**src/rtl/memory_write_control_if.sv**
```systemverilog
// rtl/memory_write_control_if.sv - video capture input and frame-buffer write port bundle
interface memory_write_control_if #(
  parameter int DATA_WIDTH = 24,
  parameter int ADDR_WIDTH = 16
);
  logic                  i_vsync;
  logic                  i_hsync;
  logic                  i_de;
  logic [DATA_WIDTH-1:0] i_data;
  logic [10:0]           i_hres;
  logic [10:0]           i_vres;
  logic                  o_wen;
  logic [ADDR_WIDTH-1:0] o_waddr;
  logic [DATA_WIDTH-1:0] o_wdata;
  logic                  o_frame_done;
  logic                  o_frame_err;
  logic                  o_ovf;

  modport slave (
    input  i_vsync, i_hsync, i_de, i_data, i_hres, i_vres,
    output o_wen, o_waddr, o_wdata, o_frame_done, o_frame_err, o_ovf
  );

  modport master (
    output i_vsync, i_hsync, i_de, i_data, i_hres, i_vres,
    input  o_wen, o_waddr, o_wdata, o_frame_done, o_frame_err, o_ovf
  );
endinterface

```
**src/rtl/memory_write_control.sv**
```systemverilog
// rtl/memory_write_control.sv - frame-buffer write side: sync/DE capture, counters, write port
// Optional 2x2 subsampling when DOWNSCALE_EN is defined.
module memory_write_control #(
  parameter int DATA_WIDTH = 24,
  parameter int ADDR_DEPTH = 512*512/4,
  parameter int ADDR_WIDTH = $clog2(ADDR_DEPTH)
) (
  input  logic                    i_clk,
  input  logic                    rst_n,
  memory_write_control_if.slave   bus
);

  typedef enum logic [1:0] {S_WIDLE, S_WACTIVE, S_WDONE} state_t;

  localparam logic [ADDR_WIDTH:0] DEPTH_L = (ADDR_WIDTH+1)'(ADDR_DEPTH);

  state_t                state_q, state_d;
  logic                  vsync_q, de_q;
  logic [11:0]           col_q, col_d;
  logic [11:0]           row_q, row_d;
  logic [ADDR_WIDTH:0]   waddr_q, waddr_d;
  logic                  wen_q, wen_d;
  logic [ADDR_WIDTH-1:0] oaddr_q, oaddr_d;
  logic [DATA_WIDTH-1:0] wdata_q, wdata_d;
  logic                  done_q, done_d;
  logic                  err_q, err_d;
  logic                  ovf_q, ovf_d;

  logic        vs_rise, de_fall, active, last_row, col_room, keep, accept;
  logic [11:0] hres12, vres12;
  logic        unused_hsync;

  assign unused_hsync = bus.i_hsync;

  assign vs_rise  = bus.i_vsync & ~vsync_q;
  assign de_fall  = ~bus.i_de & de_q;
  assign hres12   = {1'b0, bus.i_hres};
  assign vres12   = {1'b0, bus.i_vres};
  assign active   = (state_q == S_WACTIVE);
  assign last_row = (row_q == vres12 - 12'd1);
  assign col_room = (col_q < hres12);
`ifdef DOWNSCALE_EN
  assign keep = ~col_q[0] & ~row_q[0];
`else
  assign keep = 1'b1;
`endif
  // A pixel coinciding with the frame-start edge belongs to no frame and is dropped.
  assign accept = active & bus.i_de & col_room & keep & ~vs_rise;

  always_ff @(posedge i_clk or negedge rst_n) begin
    if (!rst_n) state_q <= S_WIDLE;
    else        state_q <= state_d;
  end

  always_comb begin
    state_d = state_q;
    case (state_q)
      S_WIDLE:   if (vs_rise) state_d = S_WACTIVE;
      S_WACTIVE: if (vs_rise)                    state_d = S_WACTIVE;
                 else if (de_fall && last_row)   state_d = S_WDONE;
      S_WDONE:   if (vs_rise) state_d = S_WACTIVE;
      default:   state_d = S_WIDLE;
    endcase
  end

  always_comb begin
    col_d   = col_q;
    row_d   = row_q;
    waddr_d = waddr_q;
    wen_d   = 1'b0;
    oaddr_d = oaddr_q;
    wdata_d = wdata_q;
    done_d  = 1'b0;
    err_d   = vs_rise & active;
    ovf_d   = ovf_q;
    if (vs_rise) begin
      col_d   = '0;
      row_d   = '0;
      waddr_d = '0;
      ovf_d   = 1'b0;
    end else if (active) begin
      if (de_fall) begin
        col_d  = '0;
        row_d  = row_q + 12'd1;
        done_d = last_row;
      end
      // Column counter advances on every in-range DE cycle so subsampling sees true parity.
      if (bus.i_de && col_room) col_d = col_q + 12'd1;
      if (accept) begin
        if (waddr_q < DEPTH_L) begin
          wen_d   = 1'b1;
          oaddr_d = waddr_q[ADDR_WIDTH-1:0];
          wdata_d = bus.i_data;
          waddr_d = waddr_q + 1'b1;
        end else begin
          ovf_d = 1'b1;
        end
      end
    end
  end

  always_ff @(posedge i_clk or negedge rst_n) begin
    if (!rst_n) begin
      vsync_q <= 1'b0;
      de_q    <= 1'b0;
      col_q   <= '0;
      row_q   <= '0;
      waddr_q <= '0;
      wen_q   <= 1'b0;
      oaddr_q <= '0;
      wdata_q <= '0;
      done_q  <= 1'b0;
      err_q   <= 1'b0;
      ovf_q   <= 1'b0;
    end else begin
      vsync_q <= bus.i_vsync;
      de_q    <= bus.i_de;
      col_q   <= col_d;
      row_q   <= row_d;
      waddr_q <= waddr_d;
      wen_q   <= wen_d;
      oaddr_q <= oaddr_d;
      wdata_q <= wdata_d;
      done_q  <= done_d;
      err_q   <= err_d;
      ovf_q   <= ovf_d;
    end
  end

  assign bus.o_wen        = wen_q;
  assign bus.o_waddr      = oaddr_q;
  assign bus.o_wdata      = wdata_q;
  assign bus.o_frame_done = done_q;
  assign bus.o_frame_err  = err_q;
  assign bus.o_ovf        = ovf_q;

endmodule

```
**src/flat_wrapper.sv**
```systemverilog
// flat-port wrapper written by rule: the top's interface ports become plain ports
module memory_write_control_flat 
#(
  parameter int DATA_WIDTH = 24,
  parameter int ADDR_DEPTH = 512*512/4,
  parameter int ADDR_WIDTH = $clog2(ADDR_DEPTH)
)
  (i_clk, rst_n, bus_i_vsync, bus_i_hsync, bus_i_de, bus_i_data, bus_i_hres, bus_i_vres, bus_o_wen, bus_o_waddr, bus_o_wdata, bus_o_frame_done, bus_o_frame_err, bus_o_ovf);
  memory_write_control_if #(.DATA_WIDTH(DATA_WIDTH), .ADDR_WIDTH(ADDR_WIDTH)) bus_i ();
  input  logic i_clk;
  input  logic rst_n;
  input wire logic [$bits(bus_i.i_vsync)-1:0] bus_i_vsync;
  input wire logic [$bits(bus_i.i_hsync)-1:0] bus_i_hsync;
  input wire logic [$bits(bus_i.i_de)-1:0] bus_i_de;
  input wire logic [$bits(bus_i.i_data)-1:0] bus_i_data;
  input wire logic [$bits(bus_i.i_hres)-1:0] bus_i_hres;
  input wire logic [$bits(bus_i.i_vres)-1:0] bus_i_vres;
  output wire logic [$bits(bus_i.o_wen)-1:0] bus_o_wen;
  output wire logic [$bits(bus_i.o_waddr)-1:0] bus_o_waddr;
  output wire logic [$bits(bus_i.o_wdata)-1:0] bus_o_wdata;
  output wire logic [$bits(bus_i.o_frame_done)-1:0] bus_o_frame_done;
  output wire logic [$bits(bus_i.o_frame_err)-1:0] bus_o_frame_err;
  output wire logic [$bits(bus_i.o_ovf)-1:0] bus_o_ovf;
  assign bus_i.i_vsync = bus_i_vsync;
  assign bus_i.i_hsync = bus_i_hsync;
  assign bus_i.i_de = bus_i_de;
  assign bus_i.i_data = bus_i_data;
  assign bus_i.i_hres = bus_i_hres;
  assign bus_i.i_vres = bus_i_vres;
  assign bus_o_wen = bus_i.o_wen;
  assign bus_o_waddr = bus_i.o_waddr;
  assign bus_o_wdata = bus_i.o_wdata;
  assign bus_o_frame_done = bus_i.o_frame_done;
  assign bus_o_frame_err = bus_i.o_frame_err;
  assign bus_o_ovf = bus_i.o_ovf;
  memory_write_control #(.DATA_WIDTH(DATA_WIDTH), .ADDR_DEPTH(ADDR_DEPTH), .ADDR_WIDTH(ADDR_WIDTH)) u_core (.i_clk(i_clk), .rst_n(rst_n), .bus(bus_i));
endmodule
```
**config.mk**
```make
export PLATFORM = sky130hd
export DESIGN_NAME = memory_write_control_flat
export DESIGN_NICKNAME = d
export VERILOG_FILES = /design/src/rtl/memory_write_control_if.sv /design/src/rtl/memory_write_control.sv /design/src/flat_wrapper.sv
export SDC_FILE = /design/constraint.sdc
export NUM_CORES = 1
export LEC_CHECK = 0
export CAP_MARGIN = 10
export CORE_ASPECT_RATIO = 0.75
export CORE_MARGIN = 8
export CORE_UTILIZATION = 56
export DETAILED_ROUTE_END_ITERATION = 12
export HOLD_SLACK_MARGIN = 0.1
export PLACE_DENSITY = 0.95
export SLEW_MARGIN = 0
export SYNTH_ARGS = -nofsm -noshare
export SYNTH_HDL_FRONTEND = slang
export SYNTH_SLANG_ARGS = --single-unit
```
**constraint.sdc**
```tcl
create_clock -name i_clk -period 5.6 [get_ports i_clk]
set_input_delay 0.56 -clock i_clk [delete_from_list [all_inputs] [get_ports i_clk]]
set_output_delay 0.56 -clock i_clk [all_outputs]
set_load 0.005 [all_outputs]
```
==> results.sh <==
export IMPL_gp_congestion=0.864
export IMPL_layout_commonest_cell="clkdlybuf4s50_1"
export IMPL_start_kind="input pin"
export IMPL_initial_core_util=0.566
export IMPL_stdcell_count=640
export IMPL_synth_compound_area_share=0.122
export IMPL_htree_levels=3
export IMPL_synth_mux_area_fraction=0.103
export IMPL_synth_area_leaders="dfrtp_1 48%, mux2_1 9.6%, ha_1 3.7%, xnor2_1 2.8%, xor2_1 2.6%"
export IMPL_dieArea_um2=11600
export IMPL_grt_overflow_total=0
export IMPL_multi_input_area_um2=2260
export IMPL_grt_pass1_wl_um=18300
export IMPL_dp_cells=622
export IMPL_cpPeakStageDelay_ps=650
export IMPL_syn_area_um2=4680
export IMPL_max_slew_margin_rel=0.342
export IMPL_fillers=595
export IMPL_yosysUniqueCellTypes=59
export IMPL_grt_pass1_vias=3840
export IMPL_drtPass1Iterations=5
export IMPL_ctsLongestPathBuffers=2
export IMPL_postRouteAntennaNets=0
export IMPL_synth_seq_cells=89
export IMPL_num_vias=3712
export IMPL_powerDensity_nw_per_um2=252
export IMPL_wirelength_um=11200
export IMPL_rsz0062_at_grt="no"
export IMPL_worstPathRequired_ps=5820
export IMPL_cts_root_buf="clkbuf_8"
export IMPL_place_ws_ps=1660
export IMPL_syn_nets=504
export IMPL_synthSimpleGateAreaFrac=0.165
export IMPL_async_reset_ff_frac=1.00
export IMPL_grt_max_degree=90
export IMPL_ys_warn_count=0
export IMPL_layout_common_cells="92 x clkdlybuf4s50_1, 89 x dfrtp_1, 40 x mux2_1"
export IMPL_register_area_um2=2230
export IMPL_critPathMaxFanout=41
export IMPL_top_level_ports=95
export IMPL_antenna_found_initial=0
export IMPL_postSynthAreaPerCell_um2=10.7
export IMPL_post_cts_buffers=0
export IMPL_critical_path_slowest_cell="nand2_2"
export IMPL_post_cts_resized=0
export IMPL_reg2reg_depth=7
export IMPL_die_w_um=122
export IMPL_yosysSeqAreaShare=0.475
export IMPL_vias_per_cell=5.80
export IMPL_setup_viol=0
export IMPL_synth_top_family_by_area="simple AND/OR/NAND/NOR gates"
export IMPL_critPathKind="input pin to flip-flop"
export IMPL_holdCritPathClass="flip-flop to flip-flop"
export IMPL_leakagePower_nw=2.50
export IMPL_area_growth_syn_to_layout_pct=25.9
export IMPL_drtIter0Drc=215
export IMPL_crit_chain="clkdlybuf4s50_1 > inv_1 > ha_1 > a21oi_1 > nor2b_1 > or4_4 > a211oi_4 > nand2_2 > mux2_1"
export IMPL_worst_setup_path_end_kind="flip-flop"
export IMPL_grt_use_total=0.197
export IMPL_synth_enable_flop_cells=0
export IMPL_numCtsBuffers=9
export IMPL_hold_viol=0
export IMPL_yosysTopAreaCellShare=0.475
export IMPL_dieHeight_um=95.2
export IMPL_maxSlewViolCount=0
export IMPL_rows=29
export IMPL_finalNetCount=592
export IMPL_stdcell_area_um2=5900
export IMPL_drive_gt1_frac=0.0658
export IMPL_arrival_ps=3800
export IMPL_period_needed_ps=3570
export IMPL_clock_fmax_mhz=280
export IMPL_ys_flop_type="dfrtp_1"
export IMPL_tightest_slew_ps=984
export IMPL_placed_cell_area_um2=5650
export IMPL_finalSetupTns_ps=0
export IMPL_min_period_over_period=0.638
export IMPL_core_area_um2=8270
export IMPL_finalWorstSetupSlack_ps=2030
export IMPL_peakVddDrop_mv=0.187
export IMPL_status="completed"
export IMPL_antenna_cells=0
export IMPL_clkSinkCount=89
export IMPL_hold_depth=1
export IMPL_clock_skew_ps=12.3
export IMPL_yosys_area_top_type="dfrtp_1"
export IMPL_synthXorXnorAreaFrac=0.0542
export IMPL_portBuffers=93
export IMPL_clock_latency_ps=360
export IMPL_drc_errors=0
export IMPL_wire_per_inst_um=17.5
export IMPL_syn_inst=439
export IMPL_clk_pin_slew_ps=90
export IMPL_drv_cap=0
export IMPL_synth_fa_ha_area_frac=0.0374
export IMPL_cts_tree="yes"
export IMPL_dp_hpwl_um=8160
cell type report:
type / instances / share of cell area
inverters: 22 / 0.0140
well taps: 108 / 0.0229
flip-flops and latches: 89 / 0.378
repair buffers: 98 / 0.168
clock inverters: 6 / 0.0123
multi-input cells: 307 / 0.382
clock buffers: 10 / 0.0233
routing by layer:
| metal | global-route usage | part of all wire | up-vias |
|---|---|---|---|
| met2 | 0.339 | 0.51 | 95 |
| met3 | 0.0615 | 0.060 | 21 |
| met1 | 0.234 | 0.41 | 1843 |
| met4 | 0.0583 | 0.017 | 0 |
| met5 | 0 | 0 | - |
| li1 | - | - | 1753 |
stage by stage:
stage | power, mW | util | hold WS, ps
6_report | 1.49 | 0.713 | 501
5_1_grt | 1.56 | 0.713 | 518
4_1_cts | 1.49 | 0.709 | 436
3_5_place_dp | 1.04 | 0.683 | 483
3_3_place_gp | 1.01 | 0.683 | 473
2_1_floorplan | 0.872 | - | 264
synth_stat cells, drive strengths merged (6+ instances only):
master / instances
buf: 10
dfrtp: 89
ha: 14
nand2b: 6
or3: 12
xnor2: 15
nand2: 21
nor2: 30
inv: 22
or4: 7
nor3: 11
nor4: 6
nand4: 8
nand3: 17
clkbuf: 11
o2111ai: 6
a21oi: 23
o21ai: 20
xor2: 14
mux2: 40
o21a: 6
sequential cells by signal, indices dropped and copies added (netlist names):
name                     flops
u_core.bus.o_wdata          24
u_core.row_q                12
u_core.bus.o_waddr          16
u_core.bus.o_wen             1
u_core.bus.o_frame_done      1
u_core.vsync_q               1
u_core.bus.o_frame_err       1
u_core.state_q               2
u_core.waddr_q              17
u_core.de_q                  1
u_core.bus.o_ovf             1
u_core.col_q                12
worst max-delay path: cells and delay by family:
family,cells,cell delay (ps)
adder cells (fa/ha/maj),1,300
multiplexers,1,570
buffers and inverters,2,500
AND/OR/NAND/NOR,3,1340
AO/OA/AOI/OAI,2,510
path summary, 6_finish.rpt:
check	startpoint	to	slack, ps
max in group asynchronous	rst_n	u_core.bus.o_frame_err$_DFF_PN0_	4320
min reg2reg	u_core.bus.o_wdata[3]$_DFFE_PN0P_	u_core.bus.o_wdata[3]$_DFFE_PN0P_	500
max reg2reg	u_core.col_q[9]$_DFFE_PN0P_	u_core.bus.o_wdata[4]$_DFFE_PN0P_	2280
max	bus_i_hres[9]	u_core.bus.o_wdata[4]$_DFFE_PN0P_	2030
min in group asynchronous	rst_n	u_core.bus.o_waddr[4]$_DFFE_PN0P_	650
min	u_core.bus.o_wdata[3]$_DFFE_PN0P_	u_core.bus.o_wdata[3]$_DFFE_PN0P_	500
what timing repair did:
item	4_1_cts	5_1_grt
endpoints found under the hold margin	0	22
endpoints found under the setup margin	0	0
hold buffers	0	1
where the power goes:
part	total, mW	internal (mW)	switching, mW
registers	0.739	0.694	0.0447
clock network	0.463	0.224	0.239
logic	0.285	0.160	0.125
kinds of logic (layout without fill, tap and decap cells):
group                      Yosys count  count (layout)
and+or+nand+nor                    141             141
adders and majority gates           14              14
DFF                                 89              89
muxes                               43              43
xor gates and xnor gates            29              29
AOI/OAI and AO/OA                   80              80
buffers and inverters               43             136
(Power assumes the default switching activity.)
